[config.mk]
export PLATFORM = sky130hd
export DESIGN_NAME = alt_vipitc131_common_trigger_arbiter
export DESIGN_NICKNAME = d
export VERILOG_FILES = /design/src/rtl/alt_vipitc131_common_trigger_arbiter_pkg.sv /design/src/rtl/alt_vipitc131_common_rr_arbiter.sv /design/src/rtl/alt_vipitc131_common_trigger_arbiter.sv
export SDC_FILE = /design/constraint.sdc
export NUM_CORES = 1
export LEC_CHECK = 0
export ABC_CLOCK_PERIOD_IN_PS = 2620
export BUFFER_PORTS_ARGS = -buffer_cell sky130_fd_sc_hd__buf_2
export CAP_MARGIN = 0
export CORE_UTILIZATION = 29
export CTS_CLUSTER_DIAMETER = 150
export DETAILED_ROUTE_END_ITERATION = 6
export SYNTH_ARGS = -nofsm -noshare
export SYNTH_HDL_FRONTEND = slang
export SYNTH_SLANG_ARGS = --single-unit
[constraint.sdc]
create_clock -name clock -period 2.62 [get_ports clock]
set_input_delay 0.262 -clock clock [delete_from_list [all_inputs] [get_ports clock]]
set_output_delay 0.262 -clock clock [all_outputs]
set_load 0.02 [all_outputs]
[src/rtl/alt_vipitc131_common_trigger_arbiter_pkg.sv]
// Shared types and sizing helpers for the common trigger arbiter.
package alt_vipitc131_common_trigger_arbiter_pkg;

  typedef enum logic [1:0] {
    IDLE     = 2'd0,
    WAIT_ACK = 2'd1,
    HOLDOFF  = 2'd2
  } arb_state_e;

  // Counter width able to hold the larger of the holdoff and timeout limits.
  function automatic int unsigned cnt_width(input int unsigned a, input int unsigned b);
    int unsigned m;
    m = (a > b) ? a : b;
    return (m == 0) ? 1 : $clog2(m + 1);
  endfunction

endpackage

[src/rtl/alt_vipitc131_common_rr_arbiter.sv]
// Combinational round-robin pick: searches upward from last_grant+1, wrapping.
module alt_vipitc131_common_rr_arbiter #(
  parameter int unsigned NUM_REQ = 4,
  localparam int unsigned IDX_W  = $clog2(NUM_REQ)
) (
  input  logic [NUM_REQ-1:0] req,
  input  logic [IDX_W-1:0]   last_grant,
  output logic [NUM_REQ-1:0] winner_oh_c,
  output logic [IDX_W-1:0]   winner_idx_c,
  output logic               valid_c
);

  logic [IDX_W-1:0] cand;

  always_comb begin
    winner_oh_c  = '0;
    winner_idx_c = '0;
    valid_c      = 1'b0;
    cand         = '0;
    for (int unsigned i = 1; i <= NUM_REQ; i++) begin
      cand = IDX_W'((32'(last_grant) + i) % NUM_REQ);
      if (!valid_c && req[cand]) begin
        valid_c           = 1'b1;
        winner_oh_c[cand] = 1'b1;
        winner_idx_c      = cand;
      end
    end
  end

endmodule

[src/rtl/alt_vipitc131_common_trigger_arbiter.sv]
// Round-robin scheduler sharing one trigger crossing between NUM_REQ requesters.
// Optional WAIT_ACK timeout enabled by ALT_VIPITC131_TRIG_ARB_TIMEOUT_EN.
module alt_vipitc131_common_trigger_arbiter
  import alt_vipitc131_common_trigger_arbiter_pkg::*;
#(
  parameter int unsigned NUM_REQ        = 4,
  parameter int unsigned HOLDOFF_CYCLES = 4,
  parameter int unsigned TIMEOUT_CYCLES = 255
) (
  input  logic               clock,
  input  logic               rst_n,
  input  logic [NUM_REQ-1:0] req,
  output logic [NUM_REQ-1:0] grant,
  output logic [NUM_REQ-1:0] done,
  output logic               trigger_out,
  input  logic               ack_in,
  output logic               busy,
  output logic               timeout_err
);

  localparam int unsigned IDX_W = $clog2(NUM_REQ);
  localparam int unsigned CNT_W = cnt_width(HOLDOFF_CYCLES, TIMEOUT_CYCLES);

  arb_state_e         state_q, state_d;
  logic [NUM_REQ-1:0] grant_q, grant_d;
  logic [NUM_REQ-1:0] done_q, done_d;
  logic [IDX_W-1:0]   gidx_q, gidx_d;
  logic [IDX_W-1:0]   last_q, last_d;
  logic               trig_q, trig_d;
  logic               busy_q, busy_d;
  logic [CNT_W-1:0]   cnt_q, cnt_d;
  logic               finish_c;
`ifdef ALT_VIPITC131_TRIG_ARB_TIMEOUT_EN
  logic               timeout_q, timeout_d;
`endif

  logic [NUM_REQ-1:0] win_oh;
  logic [IDX_W-1:0]   win_idx;
  logic               win_valid;

  alt_vipitc131_common_rr_arbiter #(
    .NUM_REQ (NUM_REQ)
  ) u_rr (
    .req          (req),
    .last_grant   (last_q),
    .winner_oh_c  (win_oh),
    .winner_idx_c (win_idx),
    .valid_c      (win_valid)
  );

  always_comb begin
    state_d  = state_q;
    grant_d  = grant_q;
    gidx_d   = gidx_q;
    last_d   = last_q;
    cnt_d    = cnt_q;
    done_d   = '0;
    trig_d   = 1'b0;
    finish_c = 1'b0;
`ifdef ALT_VIPITC131_TRIG_ARB_TIMEOUT_EN
    timeout_d = 1'b0;
`endif
    unique case (state_q)
      IDLE: begin
        if (win_valid) begin
          grant_d = win_oh;
          gidx_d  = win_idx;
          trig_d  = 1'b1;
          cnt_d   = '0;
          state_d = WAIT_ACK;
        end
      end
      WAIT_ACK: begin
        // An ack arriving on the limit cycle takes priority over the timeout.
        if (ack_in) begin
          finish_c = 1'b1;
        end
`ifdef ALT_VIPITC131_TRIG_ARB_TIMEOUT_EN
        else if (cnt_q == CNT_W'(TIMEOUT_CYCLES)) begin
          finish_c  = 1'b1;
          timeout_d = 1'b1;
        end else begin
          cnt_d = cnt_q + 1'b1;
        end
`endif
        if (finish_c) begin
          done_d  = grant_q;
          grant_d = '0;
          last_d  = gidx_q;
          if (HOLDOFF_CYCLES == 0) begin
            state_d = IDLE;
          end else begin
            state_d = HOLDOFF;
            cnt_d   = CNT_W'(HOLDOFF_CYCLES - 1);
          end
        end
      end
      HOLDOFF: begin
        if (cnt_q == '0) begin
          state_d = IDLE;
        end else begin
          cnt_d = cnt_q - 1'b1;
        end
      end
      default: state_d = IDLE;
    endcase
    busy_d = (state_d != IDLE);
  end

  always_ff @(posedge clock or negedge rst_n) begin
    if (!rst_n) begin
      state_q <= IDLE;
      grant_q <= '0;
      gidx_q  <= '0;
      last_q  <= IDX_W'(NUM_REQ - 1);
      done_q  <= '0;
      trig_q  <= 1'b0;
      busy_q  <= 1'b0;
      cnt_q   <= '0;
`ifdef ALT_VIPITC131_TRIG_ARB_TIMEOUT_EN
      timeout_q <= 1'b0;
`endif
    end else begin
      state_q <= state_d;
      grant_q <= grant_d;
      gidx_q  <= gidx_d;
      last_q  <= last_d;
      done_q  <= done_d;
      trig_q  <= trig_d;
      busy_q  <= busy_d;
      cnt_q   <= cnt_d;
`ifdef ALT_VIPITC131_TRIG_ARB_TIMEOUT_EN
      timeout_q <= timeout_d;
`endif
    end
  end

  assign grant       = grant_q;
  assign done        = done_q;
  assign trigger_out = trig_q;
  assign busy        = busy_q;
`ifdef ALT_VIPITC131_TRIG_ARB_TIMEOUT_EN
  assign timeout_err = timeout_q;
`else
  assign timeout_err = 1'b0;
`endif

endmodule

### Yosys cells after proc, flatten, opt, wreduce, memory -nomap -nowiden

Cells that the tools add are included.

* flip-flop bits (word level): 24
* output and inout port bits: 11
* logic and storage cells: 93

* $add $sub $neg: 5
* magnitude comparators: 8
* equal/unequal tests: 5
* mux-type cells: 45
* bitwise gates (word level): 3
* reduce and logical (&&, ||, !) cells: 19

Operators by type and width (count)
* 4-bit two-way mux: 8
* 8-bit two-way mux: 3
* 8-bit one-hot mux with 3 select lines: 1
* 1-bit two-way mux: 16
* 2-bit two-way mux: 7
* 2-bit by 3-bit < comparator with 1-bit output, second input constant: 4
* 4-bit bitwise OR: 3
* 1-bit binary-select mux with 2-bit select: 4
* 1-bit demux with 2-bit select: 4
* 2-bit by 1-bit greater-or-equal comparator with 1-bit output, second input constant: 4
* 8-bit zero test: 1
* 4-bit one-hot mux with 2 select lines: 1
* 8-bit by 1-bit subtractor with 8-bit output, second input constant: 1
* 1-bit logical AND: 7
* 2-bit one-hot mux with 3 select lines: 1
* 2-bit by 1-bit adder with 2-bit output, second input constant: 2
* 2-bit adder, second input constant: 2
* 2-bit != test, second input constant: 2
* 2-bit AND reduction: 2
* 4-bit AND reduction: 1
* 2-bit nonzero test: 2
* 1-bit zero test: 3
* 3-bit AND reduction: 1
* 3-bit nonzero test: 1
* 4 further kinds: 4

### Logic depth before layout (Yosys ltp)

* word-level depth: 16
* mapped depth: 8

### Cells and area by module

From an unflattened synthesis, not the netlist that was laid out.

* cells, all modules: 191
* area total of the unflattened synthesis: 1767.9 µm²

By module, submodules not included
* alt_vipitc131_common_trigger_arbiter: times used 1, cells an instance 123, area each 1242.4 µm², seq. area each 603.1 µm²
* alt_vipitc131_common_rr_arbiter: times used 1, cells an instance 68, area each 525.5 µm², seq. area each 0.0 µm²

### Worst setup path before layout

No wires, ideal clock.

* path type: register to register
* start point: register last_q[0]
* end point: register grant_q[0], in the netlist grant[0]
* library setup time: 0.140 ns
* arrival time: 2.170 ns
* data required time: 2.480 ns
* slack: 0.310 ns
* stages on the path, launching flop included: 9
* buffers on the path: 2
* period minus slack after synthesis: 2.310 ns
* cells stage by stage: dfstp_2 -> buf_2 -> buf_2 -> inv_1 -> ha_1 -> inv_1 -> mux2_2 -> o221ai_1 -> o211ai_1

* longest elaborated chain between the ends: 15
* elaborated cells between the ends (all ways): 53
* classes of those cells: 4 x add/sub; 8 x order compare; 1 x eq/ne; 26 x mux; 3 x bitwise; 11 x reduce/logical

Ends and longest elaborated chain
* start: declaration: RTL line alt_vipitc131_common_trigger_arbiter.sv:28 `logic [IDX_W-1:0] last_q, last_d;`
* start signal: assignment: RTL line alt_vipitc131_common_trigger_arbiter.sv:115 `last_q <= IDX_W'(NUM_REQ - 1);`
* start signal: assignment: RTL line alt_vipitc131_common_trigger_arbiter.sv:127 `last_q <= last_d;`
* parallel branches: the longest is 15 deep, another holds 2-bit by 3-bit < comparator with 1-bit output
* end signal: assignment: RTL line alt_vipitc131_common_trigger_arbiter.sv:125 `grant_q <= grant_d;`
* end: declaration: RTL line alt_vipitc131_common_trigger_arbiter.sv:25 `logic [NUM_REQ-1:0] grant_q, grant_d;`

Parallel ways; which one is timed is not known. The select of a mux whose other input is x is not followed.
A chain may end at the register's enable or synchronous reset.

### Final worst setup path

* start point: register state_q[1]
* end point: register cnt_q[4]

* longest elaborated chain between the ends: 3
* elaborated cells between the ends (all ways): 9
* classes of those cells: 5 x eq/ne; 1 x mux; 3 x reduce/logical

Ends and longest elaborated chain
* start: declaration: RTL line alt_vipitc131_common_trigger_arbiter.sv:24 `arb_state_e state_q, state_d;`
* start signal: assignment: RTL line alt_vipitc131_common_trigger_arbiter.sv:124 `state_q <= state_d;`
* 2-bit equality test, or another cell as far along: RTL line alt_vipitc131_common_trigger_arbiter.sv:63 `unique case (state_q)`
* 2-bit != test (no line), or another cell as far along
* 4-bit AND reduction (no line)
* end signal: assignment: RTL line alt_vipitc131_common_trigger_arbiter.sv:131 `cnt_q <= cnt_d;`
* end: declaration: RTL line alt_vipitc131_common_trigger_arbiter.sv:31 `logic [CNT_W-1:0] cnt_q, cnt_d;`

Several ways; a longest one is shown, not always the timed one.

==> qor.log <==
[flow_run] max cap viols 0
[yosys] cell count after synthesis 190
[yosys] share of the synthesized area in the top cell type 31.0%
[final_layout] post-route design area 0.00199 sq mm
[clock_tree] CTS tree yes
[final_layout] Layout Nets 223
[grt] met3 Track Usage GR 1.70%
[grt] vias in the first global route 1379
[timing] Worst slew margin 62.3%
[die] core box area 0.00592 sq mm
[placement] cell area after placement 0.00190 sq mm
[grt] met1 GRT Util 16.8%
[routing] detailed-routing iteration count for the pre-antenna-repair pass 4
[die] row count 28
[placement] placer's final routability congestion estimate 0.766
[yosys] cell with the most instances after synthesis dfrtp_1
[power_and_ir_drop] Static Leakage 0.918 nW
[yosys] Mapped Area 0.00178 sq mm
[yosys] mean area per synthesized cell 9.35 sq um
[timing] slew at the pin closest to its max-slew limit 0.561 ns
[die] x dimension of the die 80.3 um
[clock_tree] sinks on the clock net 24
[yosys] sequential-to-total area share from yosys stat 33.9%
[grt] sum of overflow across all layers after global routing 0
[final_layout] proportion of layout cells with a drive suffix above 1 17.9%
[placement] post-detail-place hpwl 2.61 mm
[yosys] prevailing post-synth register cell dfrtp_1
[grt] number of antenna violations at the first check in global routing 0
[routing] 1st-iter DRT viols 95
[yosys] count of yosys warnings during synthesis 0
[routing] routed via count 1432
[worst_setup_path] cell at the slowest stage of the critical path or4b_4
[power_and_ir_drop] Max rail drop VDD 0.413 mV
[routing] Detailed Route WL 3.63 mm
[yosys] #FFs+latches synth 24
[worst_setup_path] Worst setup EP type register
[clock_tree] buffer count from post-CTS setup fixing 0
[yosys] share of synthesized flip-flops with an asynchronous set or reset 100%
[yosys] Post-Syn Nets 211
[die] starting utilization of the core area 30.0%
[timing] maximum clock frequency 442 MHz
[outcome] status finished clean
[final_layout] area occupied by multi-input gates 0.00106 sq mm
[die] area enclosed by the die boundary 0.00644 sq mm
[clock_tree] clock-pin transition on the worst setup and hold timing paths 0.09 ns
[grt] met2 Usage GRT 18.6%
[worst_setup_path] required time at the endpoint of the critical path 2.80 ns
[worst_setup_path] category of the worst setup path launch point register
[grt] maximum number of pins on one net before global-route repair 25
[final_layout] Post-Route Utilization 33.5%
[grt] busiest grt layer met2
[final_layout] footprint of the flip-flops and latches 603 sq um
[clock_tree] H-tree depth reported by CTS 1
[yosys] leading post-synthesis cells by cell area dfrtp_1 (31%), ha_1 (9.9%), nand2_1 (3.8%)
[routing] routed length per instance 13.1 um
[worst_setup_path] maximum single-stage delay on the critical path 0.58 ns
[worst_setup_path] list of cells traversed by the critical path inv_1 -> ha_1 -> nor2b_1 -> a211o_1 -> or4b_4 -> o31ai_1
[grt] global-route wire length before repair 6.18 mm
[final_layout] number of antenna cells inserted 0
[clock_tree] quantity of hold-fixing buffers added after cts 1
[worst_setup_path] signal arrival time at the worst endpoint 2.44 ns
[routing] per-cell via count in the routed design 5.19
[die] Boundary Pins 18
[yosys] number of enable-type register cells in the synthesized netlist 0
[clock_tree] clock root cell clkbuf_8
[final_layout] area added between synthesis and finish 11.8%
[clock_tree] Clk Latency, worst-skew pair 0.26 ns
[clock_tree] post-cts repair resize count 0
[power_and_ir_drop] power density of the placed cells 1150 mW/mm^2
[timing] final worst path period share 86.4%
[timing] Post-Route Skew 0.00123 ns
[worst_setup_path] Setup Crit Path Kind reg2reg
[routing] antenna-violating nets left 0
[final_layout] # fillers 603
[timing] hold violation total from the final report 0
[die] Die Height 80.3 um
[grt] total routing resource utilization after global routing 12.0%
[worst_setup_path] crit path max fanout 11
[timing] sum of negative setup slack 0 ns
[yosys] largest area contributor in the synthesized netlist dfrtp_1
[routing] DRC 0
[yosys] list of most frequent post-synthesis cells dfrtp_1 (22), nand2_1 (18), ha_1 (14), inv_1 (14), nor3_1 (10)
[timing] Finish-stage setup viols 0
[timing] RSZ-0062 raised after global routing false
[hold_path] Min-Delay Path Class in2reg
[yosys] Yosys cell types 49
[clock_tree] clk buf depth 2
[power_and_ir_drop] overall power of the completed layout 0.00229 W
[timing] final critical-path required period 2.26 ns
[clock_tree] number of clock buffers inserted by TritonCTS 3
[placement] PortBufs 16
[timing] Final Max Slew Viols 0
worst max-delay path: cells and delay by family (launching register included):
family	cells	cell delay (ns)
AO/OA/AOI/OAI	2	0.59
flip-flops	1	0.44
buffers and inverters	1	0.09
AND/OR/NAND/NOR	2	0.76
adder cells (fa/ha/maj)	1	0.29
placed cells by master (no fill, tap or decap), types with 5 or more instances in the layout:
cell type,Yosys,layout
nor3b_1,5,5
nor3_1,10,10
nor2_1,8,8
inv_1,14,14
a21oi_1,6,6
buf_2,4,16
ha_1,14,14
o211ai_1,6,6
and3_1,6,6
o21ai_0,5,5
nand2_1,18,18
dfrtp_1,22,22
o31ai_1,6,6
final cells by class:
cell class,count,share of cell area [%]
repair buffers,19,5.29
well taps,75,4.73
clock inverters,1,1.51
inverters,15,2.84
flip-flops and latches,24,30.4
clock buffers,3,2.08
multi-input cells,139,53.2
per-layer routing:
layer | wire length [um] | vias to the layer above
li1 | - | 718
met1 | 1830 | 682
met2 | 1680 | 28
met3 | 92 | 4
met4 | 26 | 0
met5 | 0 | -
sequential cells by signal, indices dropped and copies added (netlist names):
| register | flops |
|---|---|
| busy | 1 |
| cnt_q | 8 |
| done | 4 |
| gidx_q | 2 |
| grant | 4 |
| last_q | 2 |
| state_q | 2 |
| trigger_out | 1 |
power by group:
group          internal, W  leakage [nW]  total [W]  switching [W]
clock network     0.000204        0.0357   0.000326       0.000122
logic             0.000559         0.573    0.00135       0.000792
registers         0.000511         0.310   0.000612       0.000101
total              0.00127         0.918    0.00229        0.00102
stage by stage:
| stage | hold slack, ns | setup WS (ns) | instances |
|---|---|---|---|
| after CTS | 0.325 | 0.343 | 276 |
| after global placement | 0.279 | 0.444 | 271 |
| after global routing | 0.324 | 0.229 | 276 |
| final | 0.331 | 0.356 | 276 |
| after floorplan | -0.0336 | 0.310 | 190 |
| after detailed placement | 0.282 | 0.343 | 271 |
cell families after synthesis:
logic type | Yosys count | share of synthesized area [%]
AOI/OAI and AO/OA | 51 | 22.0
adders and majority gates | 14 | 9.86
buffers and inverters | 27 | 6.62
DFF | 24 | 33.9
muxes | 9 | 7.39
other | 1 | 0.211
and+or+nand+nor | 64 | 19.9
worst paths after layout:
check / from / endpoint / slack (ns) / cells after the start
max in group asynchronous: rst_n / last_q[1] / 1.74 / 2
hold reg to reg: cnt_q[7] / cnt_q[7] / 0.49 / 1
hold / removal: ack_in / done[3] / 0.33 / 2
setup reg to reg: state_q[1] / cnt_q[4] / 0.36 / 6
min in group asynchronous: rst_n / cnt_q[6] / 0.50 / 2
setup / recovery: state_q[1] / cnt_q[4] / 0.36 / 6
Power figures use the tool's default switching activity.
